$ cat config.mk
export PLATFORM = sky130hd
export DESIGN_NAME = pll_reconfig_seq
export DESIGN_NICKNAME = d
export VERILOG_FILES = /design/src/rtl/pll_reconfig_seq.sv
export SDC_FILE = /design/constraint.sdc
export NUM_CORES = 1
export LEC_CHECK = 0
export ABC_AREA = 1
export BUFFER_PORTS_ARGS = -buffer_cell sky130_fd_sc_hd__buf_2
export CAP_MARGIN = 10
export CORE_ASPECT_RATIO = 0.5
export CORE_UTILIZATION = 30
export DETAILED_ROUTE_END_ITERATION = 7
export GPL_ROUTABILITY_DRIVEN = 0
export PLACE_DENSITY = 0.49
export REMOVE_ABC_BUFFERS = 1
export SLEW_MARGIN = 30
export SYNTH_ARGS = -nofsm -noshare
export SYNTH_HDL_FRONTEND = slang
export SYNTH_SLANG_ARGS = --single-unit
$ cat constraint.sdc
create_clock -name clk -period 2.3 [get_ports clk]
set_clock_uncertainty 0.2 [all_clocks]
set_input_delay 0.46 -clock clk [delete_from_list [all_inputs] [get_ports clk]]
set_output_delay 0.46 -clock clk [all_outputs]
set_load 0.05 [all_outputs]
$ cat src/rtl/pll_reconfig_seq.sv
// Programs the RAM-clock PLL through the reconfiguration controller's Avalon-MM port:
// eight fixed register writes, a timed PLL reset pulse, then a bounded wait for lock.
module pll_reconfig_seq #(
   parameter int          GAP_CYCLES   = 8,
   parameter int          RESET_CYCLES = 8,
   parameter int          LOCK_TIMEOUT = 5000000,
   parameter logic [31:0] N_VAL        = 32'h10000,
   parameter logic [31:0] CP_VAL       = 32'd1,
   parameter logic [31:0] BW_VAL       = 32'd7
) (
   input  logic        clk,
   input  logic        reset,
   input  logic        start,
   input  logic [31:0] m_val,
   input  logic [31:0] k_val,
   input  logic [31:0] c0_val,
   input  logic        locked,
   input  logic        mgmt_waitrequest,
   output logic        mgmt_write,
   output logic [5:0]  mgmt_address,
   output logic [31:0] mgmt_writedata,
   output logic        pll_reset,
   output logic        busy,
   output logic        done,
   output logic        lock_err
);

   localparam logic [2:0] ST_IDLE      = 3'd0;
   localparam logic [2:0] ST_WRITE     = 3'd1;
   localparam logic [2:0] ST_GAP       = 3'd2;
   localparam logic [2:0] ST_PLLRST    = 3'd3;
   localparam logic [2:0] ST_WAIT_LOCK = 3'd4;

   localparam logic [7:0]  GAP_LOAD  = 8'(GAP_CYCLES - 1);
   localparam logic [7:0]  RST_LOAD  = 8'(RESET_CYCLES - 1);
   localparam logic [31:0] LOCK_LAST = 32'(LOCK_TIMEOUT - 1);

   // Register addresses in write order; step 0 sits in the least significant field.
   localparam logic [47:0] ADDR_LIST = {6'd2, 6'd8, 6'd9, 6'd5, 6'd3, 6'd7, 6'd4, 6'd0};

   logic [2:0]  state_reg;
   logic [2:0]  step_reg;
   logic [7:0]  cnt_reg;
   logic [31:0] lock_cnt_reg;
   logic        pending_reg;
   logic [31:0] m_reg;
   logic [31:0] k_reg;
   logic [31:0] c0_reg;
   logic        write_reg;
   logic [5:0]  addr_reg;
   logic [31:0] data_reg;
   logic        pll_reset_reg;
   logic        busy_reg;
   logic        done_reg;
   logic        lock_err_reg;

   logic [5:0]  tbl_addr [8];
   logic [31:0] tbl_data [8];
   logic [2:0]  step_next;

   genvar gi;
   generate
      for (gi = 0; gi < 8; gi++) begin : g_addr
         assign tbl_addr[gi] = ADDR_LIST[gi*6 +: 6];
      end
   endgenerate

   always_comb begin
      tbl_data[0] = 32'd0;
      tbl_data[1] = m_reg;
      tbl_data[2] = k_reg;
      tbl_data[3] = N_VAL;
      tbl_data[4] = c0_reg;
      tbl_data[5] = CP_VAL;
      tbl_data[6] = BW_VAL;
      tbl_data[7] = 32'd0;
   end

   assign step_next = step_reg + 3'd1;

   always_ff @(posedge clk) begin
      if (reset) begin
         state_reg     <= ST_IDLE;
         step_reg      <= '0;
         cnt_reg       <= '0;
         lock_cnt_reg  <= '0;
         pending_reg   <= 1'b0;
         m_reg         <= '0;
         k_reg         <= '0;
         c0_reg        <= '0;
         write_reg     <= 1'b0;
         addr_reg      <= '0;
         data_reg      <= '0;
         pll_reset_reg <= 1'b0;
         busy_reg      <= 1'b0;
         done_reg      <= 1'b0;
         lock_err_reg  <= 1'b0;
      end else begin
         done_reg <= 1'b0;
         if (start && state_reg != ST_IDLE)
            pending_reg <= 1'b1;

         case (state_reg)
            ST_IDLE: begin
               // A queued request relaunches in the done cycle itself.
               if (start || pending_reg) begin
                  m_reg        <= m_val;
                  k_reg        <= k_val;
                  c0_reg       <= c0_val;
                  lock_err_reg <= 1'b0;
                  pending_reg  <= 1'b0;
                  step_reg     <= '0;
                  write_reg    <= 1'b1;
                  addr_reg     <= tbl_addr[0];
                  data_reg     <= 32'd0;
                  busy_reg     <= 1'b1;
                  state_reg    <= ST_WRITE;
               end
            end
            ST_WRITE: begin
               if (!mgmt_waitrequest) begin
                  write_reg <= 1'b0;
                  cnt_reg   <= GAP_LOAD;
                  state_reg <= ST_GAP;
               end
            end
            ST_GAP: begin
               if (cnt_reg == 8'd0) begin
                  if (step_reg != 3'd7) begin
                     step_reg  <= step_next;
                     write_reg <= 1'b1;
                     addr_reg  <= tbl_addr[step_next];
                     data_reg  <= tbl_data[step_next];
                     state_reg <= ST_WRITE;
                  end else begin
                     pll_reset_reg <= 1'b1;
                     cnt_reg       <= RST_LOAD;
                     state_reg     <= ST_PLLRST;
                  end
               end else begin
                  cnt_reg <= cnt_reg - 8'd1;
               end
            end
            ST_PLLRST: begin
               if (cnt_reg == 8'd0) begin
                  pll_reset_reg <= 1'b0;
                  lock_cnt_reg  <= '0;
                  state_reg     <= ST_WAIT_LOCK;
               end else begin
                  cnt_reg <= cnt_reg - 8'd1;
               end
            end
            ST_WAIT_LOCK: begin
               // locked may still be stale right after the reset edge, so skip count 0.
               if (lock_cnt_reg != 32'd0 && locked) begin
                  done_reg  <= 1'b1;
                  busy_reg  <= 1'b0;
                  state_reg <= ST_IDLE;
               end else if (lock_cnt_reg == LOCK_LAST) begin
                  done_reg     <= 1'b1;
                  busy_reg     <= 1'b0;
                  lock_err_reg <= 1'b1;
                  state_reg    <= ST_IDLE;
               end else begin
                  lock_cnt_reg <= lock_cnt_reg + 32'd1;
               end
            end
            default: state_reg <= ST_IDLE;
         endcase
      end
   end

   assign mgmt_write     = write_reg;
   assign mgmt_address   = addr_reg;
   assign mgmt_writedata = data_reg;
   assign pll_reset      = pll_reset_reg;
   assign busy           = busy_reg;
   assign done           = done_reg;
   assign lock_err       = lock_err_reg;

endmodule

### Word-level counts from Yosys, hierarchy flattened

Memories as Yosys holds them, arrays and structs flattened.
Index checks and enable logic that the tools add are counted.

* add/subtract/negate cells: 3
* magnitude comparators: 1
* equality and inequality tests: 18
* mux-type cells: 55
* bitwise gates (word level): 2
* reduce and logical (&&, ||, !) cells: 23

Operators by type and width (number)
* 2-to-1 mux 32 bit: 8
* one-hot mux 32 bit (2 select lines): 2
* binary-select mux 32 bit (select 3 bit): 1
* adder 32 x 1 -> 32 bit, second input constant: 1
* == test 32 x 23 -> 1 bit, second input constant: 1
* 2-to-1 mux 8 bit: 4
* nonzero test 32 bit: 1
* 2-to-1 mux 6 bit: 5
* 2-to-1 mux 3 bit: 9
* one-hot mux 8 bit (3 select lines): 1
* != test 2 bit, second input constant: 10
* AND reduction 4 bit: 5
* 2-to-1 mux 1 bit: 17
* one-hot mux 3 bit (5 select lines): 1
* one-hot mux 6 bit (2 select lines): 1
* AND reduction 5 bit: 2
* != test 3 bit, second input constant: 3
* nonzero test 3 bit: 3
* zero test 8 bit: 1
* nonzero test 2 bit: 4
* subtractor 8 x 1 -> 8 bit, second input constant: 1
* == test 3 x 2 -> 1 bit, second input constant: 2
* one-hot mux 1 bit (2 select lines): 3
* one-hot mux 3 bit (2 select lines): 1
* other kinds (14): 15

* flip-flop bits (word level): 186
* bits in read-only memories: 48
* input port bits: 101
* output and inout bits: 43
* word-level logic and storage cells: 118
* memories: 1

Memories
* (no name shown): depth 8, width 6, rd ports 1, clocked after Yosys merged registers in 0, write ports 0, line 132 `addr_reg <= tbl_addr[step_next];`

### Longest topological paths before layout

* word-level depth: 8
* mapped depth: 13
* gate-level depth less buffers: 11

### Worst setup path after synthesis

No wires, ideal clock.

* kind: flip-flop to flip-flop
* from: reg step_reg[0]
* to: reg data_reg[10], in the netlist mgmt_writedata[10]
* setup time: 0.128 ns
* arrival: 1.944 ns
* data required time: 1.972 ns
* slack: 0.029 ns
* cell stages (with the launch flop): 11
* period minus slack after synthesis: 2.271 ns
* path through: dfxtp_1 clkbuf_1 inv_1 ha_1 clkbuf_1 clkbuf_1 o22ai_1 a22oi_1 nor2_1 a21oi_1 nor2_1

* cells in the longest elaborated chain, start to end: 8
* elaborated cells on any way between the ends: 11
* those cells by class: add/sub (1); eq/ne (2); mux (6); bitwise (1); reduce/logical (1)

Ends and longest elaborated chain
* start: declaration: line 42 `logic [2:0] step_reg;`
* start signal: assignment: line 130 `step_reg <= step_next;`
* adder 3 x 1 -> 3 bit: line 79 `assign step_next = step_reg + 3'd1;`
* NOT 3 -> 4 bit (implied by the code): line 133 `data_reg <= tbl_data[step_next];`
* binary-select mux 32 bit (select 3 bit): line 133
* 2-to-1 mux 32 bit (implied by the code) (2 in series): line 133
* 2-to-1 mux 32 bit: line 129 `if (step_reg != 3'd7) begin`
* 2-to-1 mux 32 bit: line 128 `if (cnt_reg == 8'd0) begin`
* one-hot mux 32 bit (2 select lines): line 103 `case (state_reg)`
* end signal: assignment: line 133
* end: declaration: line 51 `logic [31:0] data_reg;`

Parallel ways exist; a longest one is shown, timed or not. The select of a mux whose other input is x is not followed.
A chain may end at the register's enable or synchronous reset.

### Final worst setup path

* from: reg lock_cnt_reg[20]
* to: reg lock_cnt_reg[22]

* cells in the longest elaborated chain, start to end: 4
* elaborated cells on any way between the ends: 10
* those cells by class: add/sub (1); eq/ne (3); mux (3); reduce/logical (3)

Ends and longest elaborated chain
* start: declaration: line 44 `logic [31:0] lock_cnt_reg;`
* start signal: assignment: line 165 `lock_cnt_reg <= lock_cnt_reg + 32'd1;`
* adder 32 x 1 -> 32 bit or nonzero test 32 bit (tied branches): line 165, 155
* 2-to-1 mux 32 bit or logical AND 1 bit (tied branches): line 159, 155
* 2-to-1 mux 32 bit or != test 2 bit (tied branches)
* one-hot mux 32 bit (2 select lines) or AND reduction 4 bit (tied branches)

Parallel ways exist; a longest one is shown, timed or not. The select of a mux whose other input is x is not followed.

==> impl_results.md <==
* Status: complete, no violations
* VDD IR-drop max at about 0.68 mV
* Cell Rows at 44
* Vias in the first global route at 8,287
* CTS tree: done
* Reg clk slew, reported paths at around 0.070 ns
* # fillers at roughly 3,100
* Fmax at 469 MHz
* Dpl cells at 1,787
* Mapped Cells at 1,289
* YS warnings at 0
* Port Buf Inserts at 141
* PwrDens at between 1000 and 1500 nW/um^2
* DR pass1 iterations at 5
* Tot GR Track Use at 17.5%
* Endpoints failing hold at 0
* Max Slew Vio Count at 0
* CP Launch Type: register
* Total of max-cap violations at 0
* Largest net degree at the start of global routing at 113
* Leakage at approximately 4.3 nW
* Syn_area_per_cell at between 6 and 7 sq um
* Multi-input gate area at 4270 sq um
* Register area share after synthesis at roughly two fifths
* Synth Flop Type: dfxtp_1
* Hpwl dp at between 15 and 20 mm
* Routed wire length per instance at about 14 um
* Fraction of registers with async set or reset after synthesis at 0%
* Num ports at 144
* Starting Density at 30.6%
* EDFF count, synth at 0
* Die area at 30,500 sq um
* Netlist cell types at 34
* Reg area at 3680 sq um
* Via count at 8,657
* Worst-case clock buffer depth at 2
* Total chip power at ~12 mW
* Syn-to-layout area delta at 21.1%
* Clock Root Buffer: clkbuf_16
* Post-Route WL at 26.3 mm
* First-pass GRT wire length at 42.0 mm
* Share of cells above drive strength 1 at ~18%
* Total clock sinks at 184
* Gr ovfl total at 0
* Setup violators final at 0
* Final Util at 37.1%
* Critical path type: register to register
* Unrepaired setup endpoints after global routing: no
* Number of CTS-inserted buffers at 17
* Initial antenna violation count at 1
* Die Wd at 246 um
* Synth Register Bits at 184
* ANT nets after route at 0
* CP endpoint kind: register
* # H-tree levels at 4
* Fin nets at 1,524
* CP max FO at 14
* Final Critical Period at 2.13 ns
* Worst skew pair latency at 0.44 ns
* Post-DR vias/cell at 4.76
* Filler-free cell count of the finished design at roughly 1,800
* Type of the most critical hold path: input pin to register
* WP data arrival at 2.30 ns
* Core ar. at 29,100 sq um
* Critical Path RT at ~2.5 ns
* Final period utilization at ~93%
* Iter 0 DRT Violations at 505
* DRC at 0
* Synth Cell Area at 8930 sq um
* Die Ht at 124 um
[cells in the final DEF (no fill, tap or decap), drive strengths merged]
cell / instances
clkinv: 2
a22oi: 20
nor4: 2
a22o: 1
inv: 159
nand4: 9
clkinvlp: 2
xor2: 8
o21ai: 118
bufinv: 2
o22ai: 32
nor3: 12
nand2: 215
nand3: 75
nor2: 177
ha: 8
buf: 185
conb: 2
diode: 1
dfxtp: 184
and2: 1
xnor2: 7
clkbuf: 21
a21oi: 186
[synthesized netlist by cell type, drive strengths merged (9+ instances only)]
| master | instances | area [sq um] |
|---|---|---|
| nor3 | 12 | 82.6 |
| a21oi | 186 | 935 |
| a22oi | 20 | 150 |
| nor2 | 177 | 721 |
| o21ai | 118 | 617 |
| buf | 35 | 255 |
| dfxtp | 184 | 3680 |
| nand4 | 9 | 56.3 |
| clkbuf | 44 | 165 |
| nand3 | 75 | 385 |
| inv | 154 | 583 |
| nand2 | 215 | 830 |
| o22ai | 32 | 200 |
[worst max-delay path: stages, from the launching register on]
cell and delay (ns):
dfxtp_1 0.31, nor2_1 0.21, nand3_1 0.14, nor3_1 0.38, nand2_1 0.17, nand3_2 0.15
buf_4 0.23, nand3_1 0.09, a21oi_1 0.17
[report_power, final]
group	internal, mW	switching (mW)
logic	1.43	2.97
clock network	1.71	1.34
registers	3.98	0.327
[repair_timing]
action,in CTS,in global routing
resized for setup,0,10
endpoints found under the setup margin,0,52
hold buffers,0,0
setup buffers,0,0
[cell families (layout without fill, tap and decap cells)]
logic type	after synthesis	after routing	share of synthesized area [%]
other cells	1	3	0.0420
flops	184	184	41.3
fa+ha+maj	8	8	1.12
simple gates	491	491	23.5
compound gates	357	357	21.4
xor+xnor	15	15	1.47
buf+inv	233	371	11.2
[path summary, 6_finish.rpt]
path / start / end / slack (ns) / cells after the start
worst max-delay path: lock_cnt_reg[20]$_SDFFE_PP0P_ / lock_cnt_reg[22]$_SDFFE_PP0P_ / 0.17 / 8
worst min-delay path: k_val[11] / k_reg[11]$_SDFFE_PP0P_ / 0.09 / 3
worst max register to register: lock_cnt_reg[20]$_SDFFE_PP0P_ / lock_cnt_reg[22]$_SDFFE_PP0P_ / 0.17 / 8
worst min register to register: c0_reg[13]$_SDFFE_PP0P_ / c0_reg[13]$_SDFFE_PP0P_ / 0.24 / 2
[through the flow]
stage | setup TNS (ns) | hold WS, ns | area, sq um | setup slack (ns)
after floorplan | -242.27 | 0.225 | 8510 | -2.03
after global placement | 0 | 0.232 | 10200 | 0.184
after detailed placement | 0 | 0.238 | 10200 | 0.0825
after CTS | 0 | 0.0634 | 10800 | 0.0614
after global routing | 0 | 0.0948 | 10800 | 0.0262
final | 0 | 0.0892 | 10800 | 0.167
[area by class of cell]
| cell class | count | share of cell area (%) |
|---|---|---|
| diodes | 1 | 0.0232 |
| clock buffers | 21 | 4.35 |
| clock inverters | 11 | 1.23 |
| inverters | 154 | 5.44 |
| multi-input cells | 873 | 39.5 |
| flip-flops and latches | 184 | 34.1 |
| well taps | 391 | 4.53 |
| repair buffers | 185 | 10.8 |
[metal layers]
metal | vias to the layer above | share of wire, % | track usage [%]
met5 | - | 0 | 0
met4 | 0 | 1.6 | 6.44
met3 | 27 | 3.0 | 3.06
met2 | 133 | 50 | 30.9
met1 | 4034 | 46 | 21.6
li1 | 4463 | - | -
Power figures use the tool's default switching activity.
